File: src/rtl/uart_pkg.sv
// Constants shared by the UART receive path: default FIFO depth and byte width.
package uart_pkg;

    localparam int UART_FIFO_DEPTH_DEFAULT = 16;
    localparam int UART_DATA_W             = 8;

    typedef logic [UART_DATA_W-1:0] uart_byte_t;

endpackage

File: src/rtl/uart_fifo_mem.sv
// FIFO byte storage: one synchronous write port and an asynchronous read port,
// so it maps onto distributed RAM. Contents are never reset.
module uart_fifo_mem
    import uart_pkg::*;
#(
    parameter int DEPTH = UART_FIFO_DEPTH_DEFAULT,
    parameter int AW    = $clog2(DEPTH)
) (
    input  logic          clk_i,
    input  logic          we_i,
    input  logic [AW-1:0] waddr_i,
    input  uart_byte_t    wdata_i,
    input  logic [AW-1:0] raddr_i,
    output uart_byte_t    rdata_o
);

    uart_byte_t mem_q [DEPTH];

    always_ff @(posedge clk_i) begin
        if (we_i) begin
            mem_q[waddr_i] <= wdata_i;
        end
    end

    assign rdata_o = mem_q[raddr_i];

endmodule

File: src/rtl/uart_rx_fifo.sv
// Receive FIFO behind a UART receiver: first-word fall-through byte queue with
// sticky error flags, fill-level interrupt and an idle timeout interrupt.
module uart_rx_fifo
    import uart_pkg::*;
#(
    parameter int DEPTH = UART_FIFO_DEPTH_DEFAULT,
    parameter int CW    = $clog2(DEPTH) + 1
) (
    input  logic             Clock,
    input  logic             Reset,
    input  logic             RxReady,
    input  uart_byte_t       RxData,
    input  logic             RxParityErr,
    input  logic             RxFrameErr,
    input  logic             RdEn,
    input  logic             Flush,
    input  logic             ClrErr,
    input  logic [CW-1:0]    IrqThreshold,
    input  logic [15:0]      TimeoutLimit,
    output uart_byte_t       RdData,
    output logic             Empty,
    output logic             Full,
    output logic [CW-1:0]    Count,
    output logic             OverrunErr,
    output logic             ParityErrSticky,
    output logic             FrameErrSticky,
    output logic             IrqData,
    output logic             IrqTimeout
);

    localparam int AW = $clog2(DEPTH);

    logic [AW-1:0] wr_ptr_q, wr_ptr_d;
    logic [AW-1:0] rd_ptr_q, rd_ptr_d;
    logic [CW-1:0] count_q, count_d;
    logic          ovr_q, ovr_d;
    logic          par_q, par_d;
    logic          frm_q, frm_d;
    logic          irq_data_q, irq_data_d;
    logic [15:0]   tmo_q, tmo_d;

    logic empty_w, full_w;
    logic rx_err, do_pop, do_write, overrun_evt, mem_we;

    assign empty_w = (count_q == '0);
    assign full_w  = (count_q == CW'(DEPTH));

    always_comb begin
        rx_err      = RxParityErr | RxFrameErr;
        do_pop      = RdEn && !empty_w;
        // A pop in the same cycle frees a slot, so a full FIFO still accepts.
        do_write    = RxReady && !rx_err && (!full_w || do_pop);
        overrun_evt = RxReady && !rx_err && full_w && !do_pop && !Flush;
        mem_we      = do_write && !Flush;

        wr_ptr_d = wr_ptr_q;
        rd_ptr_d = rd_ptr_q;
        count_d  = count_q;
        if (Flush) begin
            wr_ptr_d = '0;
            rd_ptr_d = '0;
            count_d  = '0;
        end else begin
            if (do_write) wr_ptr_d = wr_ptr_q + AW'(1);
            if (do_pop)   rd_ptr_d = rd_ptr_q + AW'(1);
            count_d = count_q + CW'(do_write) - CW'(do_pop);
        end

        // Set events win over a concurrent clear.
        ovr_d = ovr_q;
        par_d = par_q;
        frm_d = frm_q;
        if (ClrErr) begin
            ovr_d = 1'b0;
            par_d = 1'b0;
            frm_d = 1'b0;
        end
        if (overrun_evt) ovr_d = 1'b1;
        if (RxParityErr) par_d = 1'b1;
        if (RxFrameErr)  frm_d = 1'b1;

        irq_data_d = (count_q >= IrqThreshold) && (IrqThreshold != '0);

        tmo_d = tmo_q;
        if (Flush || do_write || do_pop || empty_w) begin
            tmo_d = '0;
        end else if (tmo_q < TimeoutLimit) begin
            tmo_d = tmo_q + 16'd1;
        end else begin
            tmo_d = TimeoutLimit;
        end
    end

    always_ff @(posedge Clock) begin
        if (Reset) begin
            wr_ptr_q   <= '0;
            rd_ptr_q   <= '0;
            count_q    <= '0;
            ovr_q      <= 1'b0;
            par_q      <= 1'b0;
            frm_q      <= 1'b0;
            irq_data_q <= 1'b0;
            tmo_q      <= '0;
        end else begin
            wr_ptr_q   <= wr_ptr_d;
            rd_ptr_q   <= rd_ptr_d;
            count_q    <= count_d;
            ovr_q      <= ovr_d;
            par_q      <= par_d;
            frm_q      <= frm_d;
            irq_data_q <= irq_data_d;
            tmo_q      <= tmo_d;
        end
    end

    uart_fifo_mem #(
        .DEPTH (DEPTH),
        .AW    (AW)
    ) u_mem (
        .clk_i   (Clock),
        .we_i    (mem_we),
        .waddr_i (wr_ptr_q),
        .wdata_i (RxData),
        .raddr_i (rd_ptr_q),
        .rdata_o (RdData)
    );

    assign Empty           = empty_w;
    assign Full            = full_w;
    assign Count           = count_q;
    assign OverrunErr      = ovr_q;
    assign ParityErrSticky = par_q;
    assign FrameErrSticky  = frm_q;
    assign IrqData         = irq_data_q;
    assign IrqTimeout      = (tmo_q == TimeoutLimit) && (TimeoutLimit != 16'd0) && !empty_w;

endmodule

File: config.mk
export PLATFORM = sky130hd
export DESIGN_NAME = uart_rx_fifo
export DESIGN_NICKNAME = d
export VERILOG_FILES = /design/src/rtl/uart_pkg.sv /design/src/rtl/uart_fifo_mem.sv /design/src/rtl/uart_rx_fifo.sv
export SDC_FILE = /design/constraint.sdc
export NUM_CORES = 1
export LEC_CHECK = 0
export CAP_MARGIN = 10
export CORE_ASPECT_RATIO = 1.25
export CORE_UTILIZATION = 34
export CTS_CLUSTER_SIZE = 40
export DETAILED_ROUTE_END_ITERATION = 7
export PLACE_DENSITY = 0.62
export SLEW_MARGIN = 5
export SYNTH_ARGS = -nofsm -noshare
export SYNTH_HDL_FRONTEND = slang
export SYNTH_SLANG_ARGS = --single-unit
export TNS_END_PERCENT = 100
File: constraint.sdc
create_clock -name Clock -period 4.1 [get_ports Clock]
set_input_delay 0.82 -clock Clock [delete_from_list [all_inputs] [get_ports Clock]]
set_output_delay 0.82 -clock Clock [all_outputs]
set_load 0.005 [all_outputs]
======== Word level (Yosys, flattened, before mapping) ========
Memories as Yosys holds them, arrays and structs flattened. A register that Yosys moved wholly into a read port is not among the register bits.
Index checks and enable logic that the tools add are counted.
Widths: inputs -> output; s select.
operators by class
  $add $sub $neg .......................... 5
  order comparisons ....................... 2
  equality and inequality tests ........... 2
  mux-type cells .......................... 9
  bitwise logic cells ..................... 1
  reduce and logical (&&, ||, !) cells .... 27
operator list
  operator               count
  $add 16x1->16 const B  1
  $eq 16x16->1           1
  $lt 16x16->1           1
  $mux 16                1
  $reduce_bool 16->1     1
  $logic_and 1x1->1      10
  $add 4x1->4 const B    2
  $mux 4                 2
  $mux 1                 6
  $reduce_bool 2->1      3
  $add 5x1->5            1
  $eq 5x5->1 const B     1
  $ge 5x5->1             1
  $logic_not 1->1        5
  $logic_not 5->1        1
  $reduce_bool 5->1      1
  $sub 5x1->5            1
  $logic_or 1x1->1       4
  $reduce_or 2->1        2
  $or 1x1->1             1
storage, ports and cells
  register bits after elaboration ......... 33
  RAM bits ................................ 128
  input bits .............................. 37
  output and inout bits ................... 20
  word-level logic and storage cells ...... 55
  memories kept ........................... 1
memories
  memory       depth  bits a word  rd ports  clocked after memory_dff  wr ports  line                 text
  u_mem.mem_q  16     8            1         1                         1         uart_fifo_mem.sv:17  uart_byte_t mem_q [DEPTH];

======== Depth between registers and ports, before layout ========
  depth in word-level cells ............... 9
  depth in mapped cells ................... 14
  gate-level depth less buffers ........... 14

======== Modules after synthesis ========
Synthesis repeated with hierarchy kept, for this count alone.
unflattened totals
  cells, all modules ...................... 494
  area, all modules ....................... 7312.0 sq um
by module, submodules not included
  module         instances  cells each  area each (sq um)  sequential area each (sq um)
  uart_fifo_mem  1          221         4987.3             3843.7
  uart_rx_fifo   1          273         2324.7             660.6

======== Least setup slack after synthesis ========
Ideal clock, no wire load.
  kind .................................... input-to-reg
  start ................................... in RxFrameErr
  end ..................................... reg count_q[4] (netlist: Count[4])
  setup time .............................. 0.124 ns
  arrival time ............................ 2.779 ns
  required time ........................... 3.976 ns
  path slack .............................. 1.197 ns
  cell stages on the path ................. 12
  path buffers ............................ 0
  cell sequence ........................... nor3b_2 o21a_1 inv_1 ha_1 inv_1 ha_1 fa_1 a21oi_1 nor2_1 nor2_1 xnor2_1 nor2_1
on the way
  word-level cells in the longest chain between the ends .. 6
ends and longest elaborated chain
  element                          line                 text
  start: declaration               uart_rx_fifo.sv:14   input logic RxFrameErr,
  $or 1x1->1                       uart_rx_fifo.sv:49   rx_err = RxParityErr | RxFrameErr;
  $logic_not 1->1                  uart_rx_fifo.sv:52   do_write = RxReady && !rx_err && (!full_w || do_pop);
  $logic_and 1x1->1 (2 in series)  uart_rx_fifo.sv:52
  $add 5x1->5                      uart_rx_fifo.sv:66   count_d = count_q + CW'(do_write) - CW'(do_pop);
  $sub 5x1->5                      uart_rx_fifo.sv:66
  end signal: assignment           uart_rx_fifo.sv:107  count_q <= count_d;
  end: declaration                 uart_rx_fifo.sv:35   logic [CW-1:0] count_q, count_d;
Every way passes these cells.
A chain may end at the register's enable or synchronous reset.

======== Worst setup path in the final report ========
  start ................................... in TimeoutLimit[15]
  end ..................................... out IrqTimeout
on the way
  word-level cells in the longest chain between the ends .. 3
  elaborated cells between the ends (all ways) .. 4
  those cells by class .................... 1 x eq/ne; 3 x reduce/logical
ends and longest elaborated chain
  element                                             line                 text
  start: declaration                                  uart_rx_fifo.sv:19   input logic [15:0] TimeoutLimit,
  $eq 16x16->1 or $reduce_bool 16->1 (tied branches)  uart_rx_fifo.sv:135  assign IrqTimeout = (tmo_q == TimeoutLimit) && (TimeoutLimit != 16'd0) && !empty_w;
  $logic_and 1x1->1 (*) (2 in series)                 uart_rx_fifo.sv:135
  end: declaration                                    uart_rx_fifo.sv:28   output logic IrqTimeout
Every way passes the cells marked *; elsewhere a longest branch is shown, timed or not.

==> reports/summary.md <==
The run finished with clean final reports. The logs give 0 for the antenna cell count and 12.0 ps for the worst clock skew. Summing the areas of all xor and xnor instances in the mapped netlist gives 2.87% of the synthesized area.

The hold slack was 494 ps; the overall via count from detail_route was 4253. Setup repair after global routing left no endpoint under its margin. The tools report the I/O pin total as 57. After synthesis, the largest family of logic cells by area is multiplexers. The detail-routed net length per standard cell was 17.9 um; the number of design-rule violations left by the first detailed-router iteration was 173.

Total wire length: 15100 um. In the layout the commonest cells are sky130_fd_sc_hd__edfxtp_1, sky130_fd_sc_hd__clkdlybuf4s50_1, sky130_fd_sc_hd__nor2_1. The worst setup path is captured at an output pin.

The worst register-to-register path has a setup slack of 1060 ps. After synthesis, the share of cell area in mux cells is 13.0%. Including well taps, the total number of placed cells is 813.

The tools report the final setup violation count as 0. The final layout contains 629 nets. Measured against its own limit, the worst slew margin works out to 41.9%.

For the aggregate global routing overflow, the log shows 0. Simple-gate portion of the synthesized area: 8.51%. The final cycle utilization of the critical path is 93.7%, and the share of the yosys chip area belonging to registers is 62.5%.

The count of buffers added on input and output ports is 56. The share of cells above drive strength 1 is 16.8%. Compared with the post-synthesis result, the final layout area differs by 21.3%.

Of the total synthesized cell area, the portion taken by full adders, half adders and majority gates is 5.90%. For this configuration, the core starts out at a cell density of 35.0%. The critical path goes through clkdlybuf4s50_1 -> inv_1 -> ha_1 -> nand4_1 -> nor3_2 -> nand2_1 -> nor3_1 -> clkdlybuf4s50_1. For this design the ratio of total power to cell area is 452 nW/um^2. After synthesis the cells add up to 7330 um^2.

The tools report the final max-slew violation count as 0. The classification of the worst-slack hold path is flip-flop to flip-flop. Most repeated library cell on the critical path: sky130_fd_sc_hd__clkdlybuf4s50_1. The tools report the fmax as 0.260 GHz. In this run the horizontal extent of the chip is 133 um.

Transition time of the tightest slew-check pin: 869 ps. The final cell area excluding filler cells was 8890 um^2; the maximum root-to-sink buffer count was 2. Gates resized during post-CTS repair numbered 0. The cell count after synthesis came out at 481.

Dividing the detail-routed via count by the number of cells gives 5.03. The number of max-cap violations is 0, and the global-route wire length before repair is 24300 um. Count of cells along the worst hold path: 1.

The path type of the worst setup path is input pin to output pin. When the netlist entered floorplanning its net count stood at 552. The average size of a mapped cell came out at 15.2 um^2. The number of hold violations in the final report is 0, and the remaining antenna violation count after routing is 0. The sequential cells in the finished layout cover a total of 4590 um^2.

The floorplan row count is 59, and the number of global-route vias before repair is 4595. The data required time of the worst path came out at 3280 ps. Cells fill 42.4% of the core in the end.

For this run, the slowest stage of the critical path takes 530 ps. VDD sags by at most 305 uV. Counting flops with an async set or reset pin after synthesis yields a share of 0%.

The H-tree was split into 4 levels. The worst path in the final design needs a cycle of 3840 ps, including I/O delays and setup. The endpoint arrival time on the critical path was 3020 ps; the standby leakage power was 0.00305 uW. The clock slew at the register clock pins of the worst setup and hold paths is 60 ps.

The library cell used most frequently in the layout, excluding fill and tap cells, is sky130_fd_sc_hd__edfxtp_1. The placed wire-length estimate is 10900 um, and the routability congestion estimate is 0.835. The depth of the worst register-to-register path came out at 13. The slowest stage of the critical path belongs to the cell sky130_fd_sc_hd__clkdlybuf4s50_1. TritonCTS built the clock tree.

The dominant register cell in the synthesized netlist was sky130_fd_sc_hd__edfxtp_1. Of all nets on the critical path, the largest fanout is 3. The area of the multi-input gates was 2560 um^2. The worst setup path is launched from an input pin. The logs give 0 for the number of design rule violations left after detail routing and 43 for the count of distinct cell types in the synthesized netlist. Across every metal layer, demand over resource in global routing totals 14.5%.

Entering global routing, the biggest net connects 33 pins. Setup total negative slack on the finished layout was measured at 0 ps. For the count of warnings emitted by yosys, the log shows 0. The tools report the final cell count without fillers as 845.

The tools report the instance area at placement as 8310 um^2. The share of the synthesized area in compound gates (AO/OA/AOI/OAI) came out at 4.67%. In this run, post-CTS hold repair placed 0 buffers. The floorplan step defined a die boundary enclosing 22200 um^2. The synthesized design contains 165 register bits. In this run the clock root is driven by a sky130_fd_sc_hd__clkbuf_16. The logs give 21000 um^2 for the core area and 165 for the clock sink count. The tools report the post-CTS setup buffer count as 0. The first detailed-routing pass ran for 4 iterations. Clock tree synthesis inserted a total of 17 buffers.

The number of enable flip-flop cells after synthesis is 128. The logs give 0 for the initial antenna violation count and 1891 for the number of inserted filler cells in the final layout. The die height works out to 166 um. The tools report the later-pin clock latency in the skew report as 430 ps.
## final cells by class
type | count | area share, %
clock inverter | 14 | 1.70
sequential | 165 | 51.6
multi-input combinational | 267 | 28.8
timing repair buffer | 72 | 7.79
inverter | 35 | 1.48
clock buffer | 18 | 4.82
tap | 274 | 3.85
## cell usage after synthesis, drive strengths merged, types with 5 or more instances
master  number  share of area (%)
a21o         5               0.51
inv         35                1.8
ha          33                5.6
nand3        9               0.78
nor2        42                2.1
nor3         8               0.90
nand2b       5               0.43
clkbuf       6               0.31
buf          8               0.46
a31oi        6               0.51
edfxtp     128                 52
xnor2       11                1.3
mux4        40                 12
xor2        13                1.6
dfxtp       37                 10
a211oi      12                1.2
nor4        14                1.2
mux2i        5               0.68
nand2       19               0.97
a21oi       12               0.82
nand4       10               0.85
## power breakdown
group          leakage, uW  internal [uW]  switching, uW
registers          0.00145           1830           28.8
clock network     0.000278            903            660
logic              0.00132            319            284
total              0.00305           3050            973
## layer usage
layer  global-route usage [%]  wire [um]
met5                        0          0
met4                     6.13        300
met3                     2.93        484
met2                     25.7       7920
met1                     16.7       6380
## metrics by stage
stage	total power (uW)	setup WS, ps
global route	4180	150
floorplan	2270	1200
CTS	4050	226
finish	4020	260
global placement	2480	244
detailed placement	2500	253
## kinds of logic after synthesis
| logic type | Yosys count |
|---|---|
| DFF | 165 |
| xor gates and xnor gates | 24 |
| and+or+nand+nor | 118 |
| adders and majority gates | 34 |
| muxes | 45 |
| AOI/OAI and AO/OA | 46 |
| buffers and inverters | 49 |
## worst paths after layout
kind / startpoint / to
hold reg to reg: OverrunErr$_SDFFE_PP0P_ / OverrunErr$_SDFFE_PP0P_
setup / recovery: TimeoutLimit[15] / IrqTimeout
setup reg to reg: Count[2]$_SDFF_PP0_ / Count[4]$_SDFF_PP0_
hold / removal: OverrunErr$_SDFFE_PP0P_ / OverrunErr$_SDFFE_PP0P_
## state kept, by name, summed over array words and instances (netlist names), named ones only
register	flops
FrameErrSticky	1
tmo_q	16
Count	5
rd_ptr_q	4
IrqData	1
wr_ptr_q	4
u_mem.mem_q	128
OverrunErr	1
ParityErrSticky	1
## worst max-delay path: cells and delay by family
kind / cells / cell delay [ps]
buf+inv: 3 / 1090
simple gates: 4 / 770
fa+ha+maj: 1 / 350
(Power assumes the default switching activity.)
